<file path="src/rtl/reg_spill_if.sv">
// reg_spill_if: bundles the spill/fill engine's control, register-file and
// memory-bus signals.
//   master modport: the engine (drives busy/done, register-file selects and
//                   write strobes, memory requests).
//   slave modport : the surroundings (control unit, register file, memory).
// Ports:
//   start, mode, baseAddr        operation request from the control unit
//   busy, done                   operation status
//   regA / dataA                 register-file read select / read data
//   progBank, dataBank           bank register values
//   regDest, dataOut, we, hb, lb register-file write port
//   memAddr, memWData, memWe,
//   memReq, memAck, memRData     word-wide memory request bus
interface reg_spill_if #(
  parameter int ADDR_W = 16
) ();
  logic              start;
  logic              mode;
  logic [ADDR_W-1:0] baseAddr;
  logic              busy;
  logic              done;
  logic [2:0]        regA;
  logic [15:0]       dataA;
  logic [7:0]        progBank;
  logic [7:0]        dataBank;
  logic [3:0]        regDest;
  logic [15:0]       dataOut;
  logic              we;
  logic              hb;
  logic              lb;
  logic [ADDR_W-1:0] memAddr;
  logic [15:0]       memWData;
  logic              memWe;
  logic              memReq;
  logic              memAck;
  logic [15:0]       memRData;

  modport master (
    input  start, mode, baseAddr, dataA, progBank, dataBank, memAck, memRData,
    output busy, done, regA, regDest, dataOut, we, hb, lb,
           memAddr, memWData, memWe, memReq
  );

  modport slave (
    output start, mode, baseAddr, dataA, progBank, dataBank, memAck, memRData,
    input  busy, done, regA, regDest, dataOut, we, hb, lb,
           memAddr, memWData, memWe, memReq
  );
endinterface

</file>
<file path="src/rtl/reg_spill.sv">
// reg_spill: register spill/fill engine.
// A save walks GPR0..7 and then the bank pair, writing each to memory word
// base+idx. A restore reads the same nine words back and writes them into the
// register file (index 8 = {progBank, dataBank} via hb/lb).
// Ports:
//   i_clk    rising-edge clock
//   i_rst_n  asynchronous active-low reset
//   bus      reg_spill_if.master (control, register-file and memory signals)
module reg_spill #(
  parameter int ADDR_W = 16
) (
  input  logic         i_clk,
  input  logic         i_rst_n,
  reg_spill_if.master  bus
);

  typedef enum logic [2:0] {
    S_IDLE,
    S_RD,
    S_REQ,
    S_WR,
    S_DONE
  } state_t;

  localparam logic [3:0] LAST_IDX = 4'd8;

  state_t            r_state;
  state_t            w_state_next;
  logic [3:0]        r_idx;
  logic [3:0]        w_idx_next;
  logic [ADDR_W-1:0] r_base;
  logic [ADDR_W-1:0] w_base_next;
  logic              r_mode;
  logic              w_mode_next;
  logic [15:0]       r_wdata;
  logic [15:0]       w_wdata_next;
  logic [15:0]       r_rdata;
  logic [15:0]       w_rdata_next;
  logic              r_busy;
  logic              w_last;

  assign w_last = (r_idx == LAST_IDX);

  always_ff @(posedge i_clk or negedge i_rst_n) begin
    if (!i_rst_n) begin
      r_state <= S_IDLE;
      r_idx   <= '0;
      r_base  <= '0;
      r_mode  <= 1'b0;
      r_wdata <= '0;
      r_rdata <= '0;
      r_busy  <= 1'b0;
    end else begin
      r_state <= w_state_next;
      r_idx   <= w_idx_next;
      r_base  <= w_base_next;
      r_mode  <= w_mode_next;
      r_wdata <= w_wdata_next;
      r_rdata <= w_rdata_next;
      // busy tracks "not idle next cycle", so it rises after the start edge
      // and falls after the DONE cycle.
      r_busy  <= (w_state_next != S_IDLE);
    end
  end

  always_comb begin
    w_state_next = r_state;
    w_idx_next   = r_idx;
    w_base_next  = r_base;
    w_mode_next  = r_mode;
    w_wdata_next = r_wdata;
    w_rdata_next = r_rdata;
    unique case (r_state)
      S_IDLE: begin
        if (bus.start) begin
          w_mode_next  = bus.mode;
          w_base_next  = bus.baseAddr;
          w_idx_next   = '0;
          w_state_next = bus.mode ? S_REQ : S_RD;
        end
      end
      S_RD: begin
        // Capture the word to save; index 8 is the bank pair, not a GPR.
        w_wdata_next = w_last ? {bus.progBank, bus.dataBank} : bus.dataA;
        w_state_next = S_REQ;
      end
      S_REQ: begin
        if (bus.memAck) begin
          if (r_mode) begin
            w_rdata_next = bus.memRData;
            w_state_next = S_WR;
          end else if (w_last) begin
            w_state_next = S_DONE;
          end else begin
            w_idx_next   = r_idx + 4'd1;
            w_state_next = S_RD;
          end
        end
      end
      S_WR: begin
        if (w_last) begin
          w_state_next = S_DONE;
        end else begin
          w_idx_next   = r_idx + 4'd1;
          w_state_next = S_REQ;
        end
      end
      S_DONE: begin
        w_state_next = S_IDLE;
      end
      default: begin
        w_state_next = S_IDLE;
      end
    endcase
  end

  // Address wraps modulo 2^ADDR_W by construction of the adder width.
  assign bus.memAddr  = r_base + ADDR_W'(r_idx);
  assign bus.memWData = r_wdata;
  assign bus.memReq   = (r_state == S_REQ);
  assign bus.memWe    = (r_state == S_REQ) & ~r_mode;
  assign bus.regA     = r_idx[2:0];
  assign bus.regDest  = r_idx;
  assign bus.dataOut  = r_rdata;
  assign bus.we       = (r_state == S_WR);
  assign bus.hb       = (r_state == S_WR);
  assign bus.lb       = (r_state == S_WR);
  assign bus.done     = (r_state == S_DONE);
  assign bus.busy     = r_busy;

endmodule

</file>
<file path="src/flat_wrapper.sv">
// flat-port wrapper written by rule: the top's interface ports become plain ports
module reg_spill_flat 
#(
  parameter int ADDR_W = 16
)
  (i_clk, i_rst_n, bus_start, bus_mode, bus_baseAddr, bus_dataA, bus_progBank, bus_dataBank, bus_memAck, bus_memRData, bus_busy, bus_done, bus_regA, bus_regDest, bus_dataOut, bus_we, bus_hb, bus_lb, bus_memAddr, bus_memWData, bus_memWe, bus_memReq);
  reg_spill_if #(.ADDR_W(ADDR_W)) bus_i ();
  input  logic i_clk;
  input  logic i_rst_n;
  input wire logic [$bits(bus_i.start)-1:0] bus_start;
  input wire logic [$bits(bus_i.mode)-1:0] bus_mode;
  input wire logic [$bits(bus_i.baseAddr)-1:0] bus_baseAddr;
  input wire logic [$bits(bus_i.dataA)-1:0] bus_dataA;
  input wire logic [$bits(bus_i.progBank)-1:0] bus_progBank;
  input wire logic [$bits(bus_i.dataBank)-1:0] bus_dataBank;
  input wire logic [$bits(bus_i.memAck)-1:0] bus_memAck;
  input wire logic [$bits(bus_i.memRData)-1:0] bus_memRData;
  output wire logic [$bits(bus_i.busy)-1:0] bus_busy;
  output wire logic [$bits(bus_i.done)-1:0] bus_done;
  output wire logic [$bits(bus_i.regA)-1:0] bus_regA;
  output wire logic [$bits(bus_i.regDest)-1:0] bus_regDest;
  output wire logic [$bits(bus_i.dataOut)-1:0] bus_dataOut;
  output wire logic [$bits(bus_i.we)-1:0] bus_we;
  output wire logic [$bits(bus_i.hb)-1:0] bus_hb;
  output wire logic [$bits(bus_i.lb)-1:0] bus_lb;
  output wire logic [$bits(bus_i.memAddr)-1:0] bus_memAddr;
  output wire logic [$bits(bus_i.memWData)-1:0] bus_memWData;
  output wire logic [$bits(bus_i.memWe)-1:0] bus_memWe;
  output wire logic [$bits(bus_i.memReq)-1:0] bus_memReq;
  assign bus_i.start = bus_start;
  assign bus_i.mode = bus_mode;
  assign bus_i.baseAddr = bus_baseAddr;
  assign bus_i.dataA = bus_dataA;
  assign bus_i.progBank = bus_progBank;
  assign bus_i.dataBank = bus_dataBank;
  assign bus_i.memAck = bus_memAck;
  assign bus_i.memRData = bus_memRData;
  assign bus_busy = bus_i.busy;
  assign bus_done = bus_i.done;
  assign bus_regA = bus_i.regA;
  assign bus_regDest = bus_i.regDest;
  assign bus_dataOut = bus_i.dataOut;
  assign bus_we = bus_i.we;
  assign bus_hb = bus_i.hb;
  assign bus_lb = bus_i.lb;
  assign bus_memAddr = bus_i.memAddr;
  assign bus_memWData = bus_i.memWData;
  assign bus_memWe = bus_i.memWe;
  assign bus_memReq = bus_i.memReq;
  reg_spill #(.ADDR_W(ADDR_W)) u_core (.i_clk(i_clk), .i_rst_n(i_rst_n), .bus(bus_i));
endmodule
</file>
<file path="config.mk">
export PLATFORM = sky130hd
export DESIGN_NAME = reg_spill_flat
export DESIGN_NICKNAME = d
export VERILOG_FILES = /design/src/rtl/reg_spill_if.sv /design/src/rtl/reg_spill.sv /design/src/flat_wrapper.sv
export SDC_FILE = /design/constraint.sdc
export NUM_CORES = 1
export LEC_CHECK = 0
export CAP_MARGIN = 25
export CORE_ASPECT_RATIO = 1.75
export CORE_MARGIN = 2
export CORE_UTILIZATION = 42
export CTS_CLUSTER_DIAMETER = 30
export DETAILED_ROUTE_END_ITERATION = 16
export HOLD_SLACK_MARGIN = 0.03
export PLACE_DENSITY = 0.81
export SYNTH_ARGS = -nofsm -noshare
export SYNTH_HDL_FRONTEND = slang
export SYNTH_SLANG_ARGS = --single-unit
export TNS_END_PERCENT = 1
</file>
<file path="constraint.sdc">
create_clock -name i_clk -period 2.8 [get_ports i_clk]
set_clock_uncertainty 0.2 [all_clocks]
set_input_delay 0.28 -clock i_clk [delete_from_list [all_inputs] [get_ports i_clk]]
set_output_delay 0.28 -clock i_clk [all_outputs]
set_load 0.03 [all_outputs]
</file>
==> flow_summary.yaml, run 1 <==
worst_hold_path:
  hold_class: "input pin to flip-flop"
  min_to: "u_core.r_base[5]"
  hold-path-cell-count: 3
  holdCritStartpoint: "bus_baseAddr[5]"
final_layout:
  seq_area_um2: 1426
  area_delta_synth_final_pct: 56.61
  drive_gt1_frac: 0.1450
  layout_common_cells: "clkdlybuf4s50_1 (116), dfrtp_1 (57), nand2_1 (39)"
  fillers: 544
  num_antenna_cells: 0
  final_common_cell: "clkdlybuf4s50_1"
  num-nets-final: 474
  multi_input_area_um2: 1295
synthesis:
  yosys_warnings: 0
  synth_fp_nets: 338
  synth_area_um2: 2840
  ys.flop_type: "dfrtp_1"
  postSynthAreaPerCell_um2: 10.84
  yosysUniqueCellTypes: 41
  synth_edf_count: 0
  async_flop_share: 1.000
  synthCells: 262
  ys_seq_elements: 57
  seq_area_frac_synth: 0.5022
place:
  dp_slack_ps: 79.75
  place_hpwl_um: 5457
  port_buffers: 130
  gp_congestion: 0.8338
critical_path:
  rr_endpoint: "u_core.bus.dataOut[0]"
  worstPathBufferInverterCount: 1
  endpoint_kind: "primary output"
  crit_start: "u_core.bus.regDest[0]"
  worstReg2RegStart: "u_core.r_state[2]"
  arrival_ps: 2230
  cp_top_family: "adder cells"
  crit_type: "flip-flop to primary output"
  rr_worst_depth: 4
  cp-start-kind: "flip-flop"
  critPathMaxFanout: 3
  reg2reg_slack_ps: 720
  path_cells: "ha_1 -> fa_1 -> nand3_1 -> and2_1 -> xnor2_1 -> dlygate4sd2_1"
  crit_path_max_incr_delay_ps: 420
  worstPathRequired_ps: 2320
  cp_slowest_cell: "fa_1"
floorplanning:
  start_util: 0.4344
  die_h_um: 112.8
  core.rowCount: 39
  die_width_um: 66.17
  die-area_um2: 7462
  num_io_pins: 131
  core_area_um2: 6539
power_and_ir_drop:
  p_leak_nw: 2.032
  peakVddDrop_uv: 736.6
  power_w: 0.005595
  cellPowerDensity_nw_per_um2: 1258
sta:
  hold_viol: 0
  tightest_slew_ps: 781.9
  setup_ws_ps: 89.90
  fin_crit_sh: 0.9679
  max_freq_ghz: 0.3690
  relSlewSlack: 0.4788
  final_max_slew_viol_count: 0
  rsz0062_at_grt: "yes"
  setup_viol_count_final: 0
  layout_min_cycle_time_ps: 2710
flow_run:
  cap_viol_max_count: 0
routing:
  drtIter0Drc: 87
  vias: 2365
  wl_met1_um: 2553
  totalWireLength_um: 7092
  highest_layer: "met4"
  post_drt_wl_per_cell_um: 14.71
  drtPass1Iterations: 4
  drc: 0
  vias_per_cell: 4.907
  final_antenna_net_count: 0
  routed-wl-met3_um: 483
  routed-wl-met2_um: 3929
grt:
  track_usage: 0.2068
  grt_overflow: 0
  grt_pass1_vias: 2521
  grt_max_degree: 36
  antenna_found_initial: 0
  grt_pass1_wl_um: 11610
clock_network:
  cts_buffers: 9
  clk_pin_slew_ps: 50
  clockBufferDepth: 2
  clk_latency_ps: 320
  cts_tree: "done"
  cts_setup_buffers: 0
  cts_max_level: 3
  clkSinkCount: 57
  clockRootBuffer: "clkbuf_16"
status:
  outcome: "finished, final reports clean"
-- routing by layer --
metal | track usage | vias up
li1 | - | 1160
met1 | 0.2083 | 1102
met2 | 0.3740 | 93
met3 | 0.07555 | 10
met4 | 0.08027 | 0
met5 | 0 | -
-- metrics by stage --
step	utilization	hold WS, ps	TNS (ps)	cell area (um^2)	cells
after floorplan	-	-215.6	0	2840	262
after global placement	0.6426	197.5	0	4202	468
after detailed placement	0.6426	209.2	0	4202	468
after CTS	0.6816	280.2	0	4457	482
after global routing	0.6803	280.0	-64.92	4448	482
final	0.6803	291.7	0	4448	482
-- worst min-delay path, delay by kind of cell --
kind	cells	cell delay, ps
buffers and inverters	1	390
AND/OR/NAND/NOR	2	100
-- layout make-up --
cell class,count,share of cell area
clock buffers,12,0.05541
multi-input cells,183,0.2911
inverters,6,0.005063
well taps,82,0.02307
flip-flops and latches,57,0.3207
clock inverters,1,0.001125
repair buffers,141,0.3035
-- sequential cells by signal (all words and copies together) (netlist names) --
name and count:
u_core.r_base 16, u_core.r_state 3, u_core.r_mode 1, u_core.bus.memWData 16, u_core.bus.busy 1, u_core.bus.dataOut 16, u_core.bus.regDest 4
-- worst max path at each step --
stage	endpoint	slack, ps	depth (start not counted)
2_1_floorplan	bus_memAddr[10]	150	6
3_3_place_gp	bus_memAddr[7]	150	6
3_5_place_dp	bus_memAddr[7]	80	6
4_1_cts	bus_memAddr[10]	20	7
5_1_grt	bus_memAddr[7]	-60	6
6_report	bus_memAddr[4]	90	6
-- kinds of logic (layout without fill, tap and decap cells) --
family,after synthesis,after routing,share of synthesized area
fa+ha+maj,7,7,0.03348
mux,38,38,0.1568
compound gates,36,36,0.07401
buf+inv,22,160,0.04713
flops,57,57,0.5022
xor+xnor,15,15,0.04625
simple gates,87,87,0.1401
-- power breakdown --
group / leakage (nW) / internal (W) / switching, W / total (W)
logic: 1.24 / 0.00139 / 0.00178 / 0.00317
registers: 0.666 / 0.00121 / 0.000284 / 0.00149
clock network: 0.124 / 0.000603 / 0.000325 / 0.000928
-- Yosys cell counts, drive strengths merged (2+ instances only) --
cell type	number	share of area
and4	2	0.0062
o31ai	2	0.0053
ha	6	0.026
o21ai	6	0.011
nand2	39	0.052
nand3	7	0.012
nand4	2	0.0044
xor2	4	0.012
and2	3	0.0066
dfrtp	57	0.50
mux2	22	0.10
a21oi	19	0.033
nor2	23	0.030
clkbuf	4	0.0053
mux2i	16	0.056
and3	3	0.0084
nor2b	2	0.0044
nor3	2	0.0035
o21a	2	0.0053
xnor2	11	0.034
inv	6	0.0079
buf	12	0.034
-- repair_timing --
item | 4_1_cts | 5_1_grt
resized for setup | 9 | 9
setup endpoints to repair | 8 | 9
gates cloned | 0 | 0
hold buffers | 1 | 0
endpoints found under the hold margin | 33 | 0
No activity file was read; power rests on OpenSTA's default activity.
==> run 2: changes to the inputs <==
CORE_MARGIN = not set   (was 2)
==> run 2 against run 1 <==
Global-route usage up 0.58 points. Cell count down 0.21%. Sequential cell count unchanged. Routed wire length down 1.7%. Utilization up 0.096 points. Clock power about the same. Critical endpoint is now bus_memAddr[6].
==> flow_summary.yaml, run 2 (synthesis results as in run 1) <==
critical_path:
  crit_path_max_incr_delay_ps: 420
  crit_type: "flip-flop to primary output"
  cp_slowest_cell: "fa_1"
  cp-start-kind: "flip-flop"
  worstReg2RegStart: "u_core.r_state[1]"
  cp_top_family: "adder cells"
  worstPathBufferInverterCount: 1
  path_cells: "ha_1 -> fa_1 -> nand3_1 -> and2_1 -> nor2_1 -> xor2_1 -> clkdlybuf4s15_1"
  crit_start: "u_core.bus.regDest[0]"
  reg2reg_slack_ps: 730
  endpoint_kind: "primary output"
  rr_worst_depth: 4
  arrival_ps: 2250
  critPathMaxFanout: 3
  critical_path_depth: 7
  worstPathRequired_ps: 2320
sta:
  tns_ps: 0
  setup_ws_ps: 65.93
  setup_viol_count_final: 0
  max_freq_ghz: 0.3658
  final_max_slew_viol_count: 0
  layout_min_cycle_time_ps: 2734
  rsz0062_at_grt: "yes"
  hold_viol: 0
  relSlewSlack: 0.6368
  fin_crit_sh: 0.9765
  tightest_slew_ps: 544.8
power_and_ir_drop:
  p_seq_frac: 0.267
  p_sw_w: 0.002391
  cellPowerDensity_nw_per_um2: 1255
  p_leak_nw: 2.045
  sw_frac_of_total: 0.4278
  peakVddDrop_uv: 696.4
  intPower_w: 0.003198
  clkPwrFrac: 0.166
  combinationalPowerShare: 0.566
floorplanning:
  num_io_pins: 131
  start_util: 0.4344
  die-area_um2: 7109
  core.rowCount: 39
  core_area_um2: 6539
  die_h_um: 110.8
  die_width_um: 64.17
final_layout:
  drive_gt1_frac: 0.1328
  fillers: 505
  final_common_cell: "clkdlybuf4s50_1"
  area_delta_synth_final_pct: 56.83
  num-nets-final: 473
  layout_common_cells: "clkdlybuf4s50_1 (115), dfrtp_1 (57), nand2_1 (39)"
  num_antenna_cells: 0
  design_area_um2: 4454
clock_network:
  clk_latency_ps: 320
  cts_buffers: 9
  cts_tree: "done"
  cts_max_level: 3
  clockRootBuffer: "clkbuf_16"
  clk_pin_slew_ps: 50
  clockBufferDepth: 2
  clkSinkCount: 57
place:
  place_area_um2: 4197
  gp_congestion: 0.8312
  place_hpwl_um: 5438
  port_buffers: 130
  dp_slack_ps: 50.83
grt:
  grt_max_degree: 33
  grt_pass1_vias: 2487
  track_usage: 0.2126
  grt_pass1_wl_um: 11440
  antenna_found_initial: 0
  grt_overflow: 0
routing:
  drc: 0
  post_drt_wl_per_cell_um: 14.49
  vias: 2378
  drtIter0Drc: 70
  final_antenna_net_count: 0
  drtPass1Iterations: 4
  totalWireLength_um: 6971
  vias_per_cell: 4.944
flow_run:
  cap_viol_max_count: 0
status:
  outcome: "finished, final reports clean"
worst_hold_path:
  hold_class: "input pin to async pin"
==> run 2: what timing repair did <==
action                                  CTS  global route
endpoints found under the setup margin    9             5
endpoints found under the hold margin    23             0
buffers inserted                          0             0
hold buffers                              1             0
gates resized for setup                  10             3
==> run 2: power by group through the flow <==
stage,logic [W],registers [W],clock network (W)
global placement,0.00320,0.00148,0
floorplan,0.00153,0.00196,0
finish,0.00316,0.00149,0.000929
CTS,0.00321,0.00150,0.000950
global route,0.00336,0.00155,0.000989
detailed placement,0.00325,0.00151,0
==> run 2: layout make-up <==
| class | instances | area, um^2 | share of cell area |
|---|---|---|---|
| clock inverter | 1 | 5.005 | 0.001124 |
| tap | 82 | 102.6 | 0.02303 |
| sequential | 57 | 1426 | 0.3202 |
| clock buffer | 12 | 246.5 | 0.05534 |
| inverter | 6 | 22.52 | 0.005056 |
| timing repair buffer | 140 | 1356 | 0.3045 |
| multi-input combinational | 183 | 1295 | 0.2907 |
==> run 2: worst reg2reg max path, delay by kind of cell, from the launching register on <==
kind | cells | cell delay, ps
buffers and inverters | 1 | 80
multiplexers | 1 | 380
AND/OR/NAND/NOR | 2 | 810
flip-flops | 1 | 480
==> run 2: final timing paths <==
| kind | endpoint |
|---|---|
| min in group i_clk | u_core.r_base[5] |
| worst min register to register | u_core.bus.dataOut[2] |
| max in group asynchronous | u_core.r_base[3] |
| worst min-delay path | u_core.bus.dataOut[14] |
| worst max register to register | u_core.bus.dataOut[3] |
| worst max-delay path | bus_memAddr[6] |
==> run 2: per-layer routing <==
layer | global-route usage | vias to the layer above | routed length (um)
met3 | 0.05144 | 15 | 397
met5 | 0 | - | 0
met1 | 0.2079 | 1119 | 2375
met2 | 0.3993 | 86 | 4028
li1 | - | 1158 | -
met4 | 0.1052 | 0 | 170
==> run 2: stage by stage <==
| stage | cells | utilization | total power (W) | hold WS, ps |
|---|---|---|---|---|
| after floorplan | 262 | - | 0.003485 | -215.6 |
| after global placement | 467 | 0.6418 | 0.004673 | 89.13 |
| after detailed placement | 467 | 0.6418 | 0.004759 | 101.8 |
| after CTS | 481 | 0.6806 | 0.005657 | 290.6 |
| after global routing | 481 | 0.6812 | 0.005891 | 308.5 |
| final | 481 | 0.6812 | 0.005589 | 278.2 |
==> run 3: changes to the inputs <==
SETUP_SLACK_MARGIN = 0.3   (was not set)
==> run 3 against run 2 <==
Critical path depth decreased by 1. Die area unchanged. Clock power up 2%. Count of clock-buffer cells in the layout rose by 3. Combinational power increased by 4%. Non-clock buffer count did not move. Cell count up 0.42%. Worst setup slack improved by 270 ps. Design area is 2.3% higher. Sequential power is 3% higher. Global-route usage increased by 1.4 points. First-iteration DRC count increased by 20%. Largest cell class unchanged.
==> flow_summary.yaml, run 3 (synthesis results as in run 1) <==
grt:
  grt_pass1_wl_um: 12100
  grt_max_degree: 34
  antenna_found_initial: 0
  track_usage: 0.2270
  grt_overflow: 0
  grt_pass1_vias: 2579
clock_network:
  clk_latency_ps: 320
  clockBufferDepth: 2
  cts_buffers: 9
  cts_tree: "done"
  clockRootBuffer: "clkbuf_16"
  cts_setup_buffers: 0
  clk_pin_slew_ps: 50
  cts_max_level: 3
  clkSinkCount: 57
sta:
  tns_ps: 0
  setup_viol_count_final: 0
  relSlewSlack: 0.7193
  layout_min_cycle_time_ps: 2460
  tightest_slew_ps: 421.1
  fin_crit_sh: 0.8785
  max_freq_ghz: 0.4065
  final_max_slew_viol_count: 0
  rsz0062_at_grt: "yes"
  hold_viol: 0
power_and_ir_drop:
  cellPowerDensity_nw_per_um2: 1269
  peakVddDrop_uv: 942.1
  p_leak_nw: 2.133
  power_w: 0.005782
final_layout:
  area_delta_synth_final_pct: 60.48
  num-nets-final: 473
  fillers: 509
  final_common_cell: "clkdlybuf4s50_1"
  fin_cells: 483
  layout_common_cells: "clkdlybuf4s50_1 (109), dfrtp_1 (55), nand2_1 (39)"
  drive_gt1_frac: 0.1895
  num_antenna_cells: 0
  final_util: 0.6971
floorplanning:
  die_width_um: 64.17
  core.rowCount: 39
  die_h_um: 110.8
  die-area_um2: 7109
  num_io_pins: 131
  start_util: 0.4344
  core_area_um2: 6539
critical_path:
  worstReg2RegStart: "u_core.r_state[2]"
  cp_slowest_cell: "dfrtp_2"
  cp-start-kind: "flip-flop"
  critical_path_depth: 6
  worstPathRequired_ps: 2320
  worstPathBufferInverterCount: 1
  reg2reg_slack_ps: 740
  crit_type: "flip-flop to primary output"
  setup.worst_path.end: "bus_memAddr[9]"
  endpoint_kind: "primary output"
  cp_top_family: "flip-flops"
  arrival_ps: 1980
  critPathMaxFanout: 6
  path_cells: "ha_4 -> a211oi_2 -> o21bai_2 -> nand3_1 -> xnor2_1 -> clkbuf_2"
  crit_start: "u_core.bus.regDest[1]"
  rr_worst_depth: 4
  rr_endpoint: "u_core.bus.dataOut[0]"
  crit_path_max_incr_delay_ps: 440
routing:
  vias_per_cell: 5.072
  drtIter0Drc: 84
  totalWireLength_um: 7461
  post_drt_wl_per_cell_um: 15.45
  drc: 0
  final_antenna_net_count: 0
  vias: 2450
  drtPass1Iterations: 4
place:
  gp_congestion: 0.7681
  place_hpwl_um: 5470
  port_buffers: 130
  dp_cells: 467
status:
  outcome: "finished, final reports clean"
flow_run:
  cap_viol_max_count: 0
worst_hold_path:
  hold_class: "input pin to flip-flop"
## run 3: cell count changes in the layout (fill, tap and decap cells not counted), moves of 4 or more
| cell | delta |
|---|---|
| ha_1 | -4 |
| buf_4 | +6 |
| dlymetal6s2s_1 | +6 |
| dlygate4sd2_1 | -7 |
| clkdlybuf4s50_1 | -6 |
## run 3: worst min-delay path by stage
stage                           from                      to  slack [ps]  depth (start not counted)
CTS                 bus_baseAddr[10]       u_core.r_base[10]         280                          3
finish               bus_baseAddr[6]        u_core.r_base[6]         290                          3
detailed placement           i_rst_n  u_core.bus.memWData[4]         110                          2
global placement             i_rst_n  u_core.bus.memWData[5]          90                          2
global route         bus_baseAddr[6]        u_core.r_base[6]         300                          3
floorplan                    i_rst_n         u_core.bus.busy        -220                          0
## run 3: power by group
group / internal [W] / leakage (nW) / switching [W]
Combinational: 0.00147 / 1.35 / 0.00183
Sequential: 0.00121 / 0.664 / 0.000324
Clock: 0.000616 / 0.124 / 0.000332
## run 3: worst register-to-register path: cells and delay by family, from the launching register on
kind / cells / cell delay (ps)
buffers and inverters: 1 / 80
DFF: 1 / 460
muxes: 1 / 380
and+or+nand+nor: 2 / 820
## run 3: layout make-up
type	instances	area, um^2	share of cell area
timing repair buffer	140	1355	0.2973
inverter	6	22.52	0.004941
tap	82	102.6	0.02251
multi-input combinational	183	1391	0.3052
clock buffer	15	257.7	0.05655
sequential	57	1429	0.3135
## run 3: metal layers
layer / GRT usage / vias to the layer above / share of wire
met5: 0 / - / 0
met4: 0.1081 / 0 / 0.026
met3: 0.07407 / 15 / 0.064
met2: 0.3993 / 99 / 0.55
met1: 0.2372 / 1181 / 0.36
li1: - / 1155 / -
## run 3: timing repair
item	CTS	global route
setup endpoints to repair	20	20
cloned	0	0
resized for setup	7	35
pin swaps	0	6
hold buffers	1	0
hold endpoints to repair	57	0
## run 3: stage by stage
| stage | worst slack, ps | hold slack, ps | cell area [um^2] |
|---|---|---|---|
| finish | 340.1 | 290.2 | 4558 |
| global route | 226.8 | 304.4 | 4558 |
| CTS | 23.92 | 283.3 | 4474 |
| detailed placement | 38.86 | 108.9 | 4209 |
| global placement | 150.1 | 94.02 | 4209 |
| floorplan | 297.7 | -215.6 | 2863 |
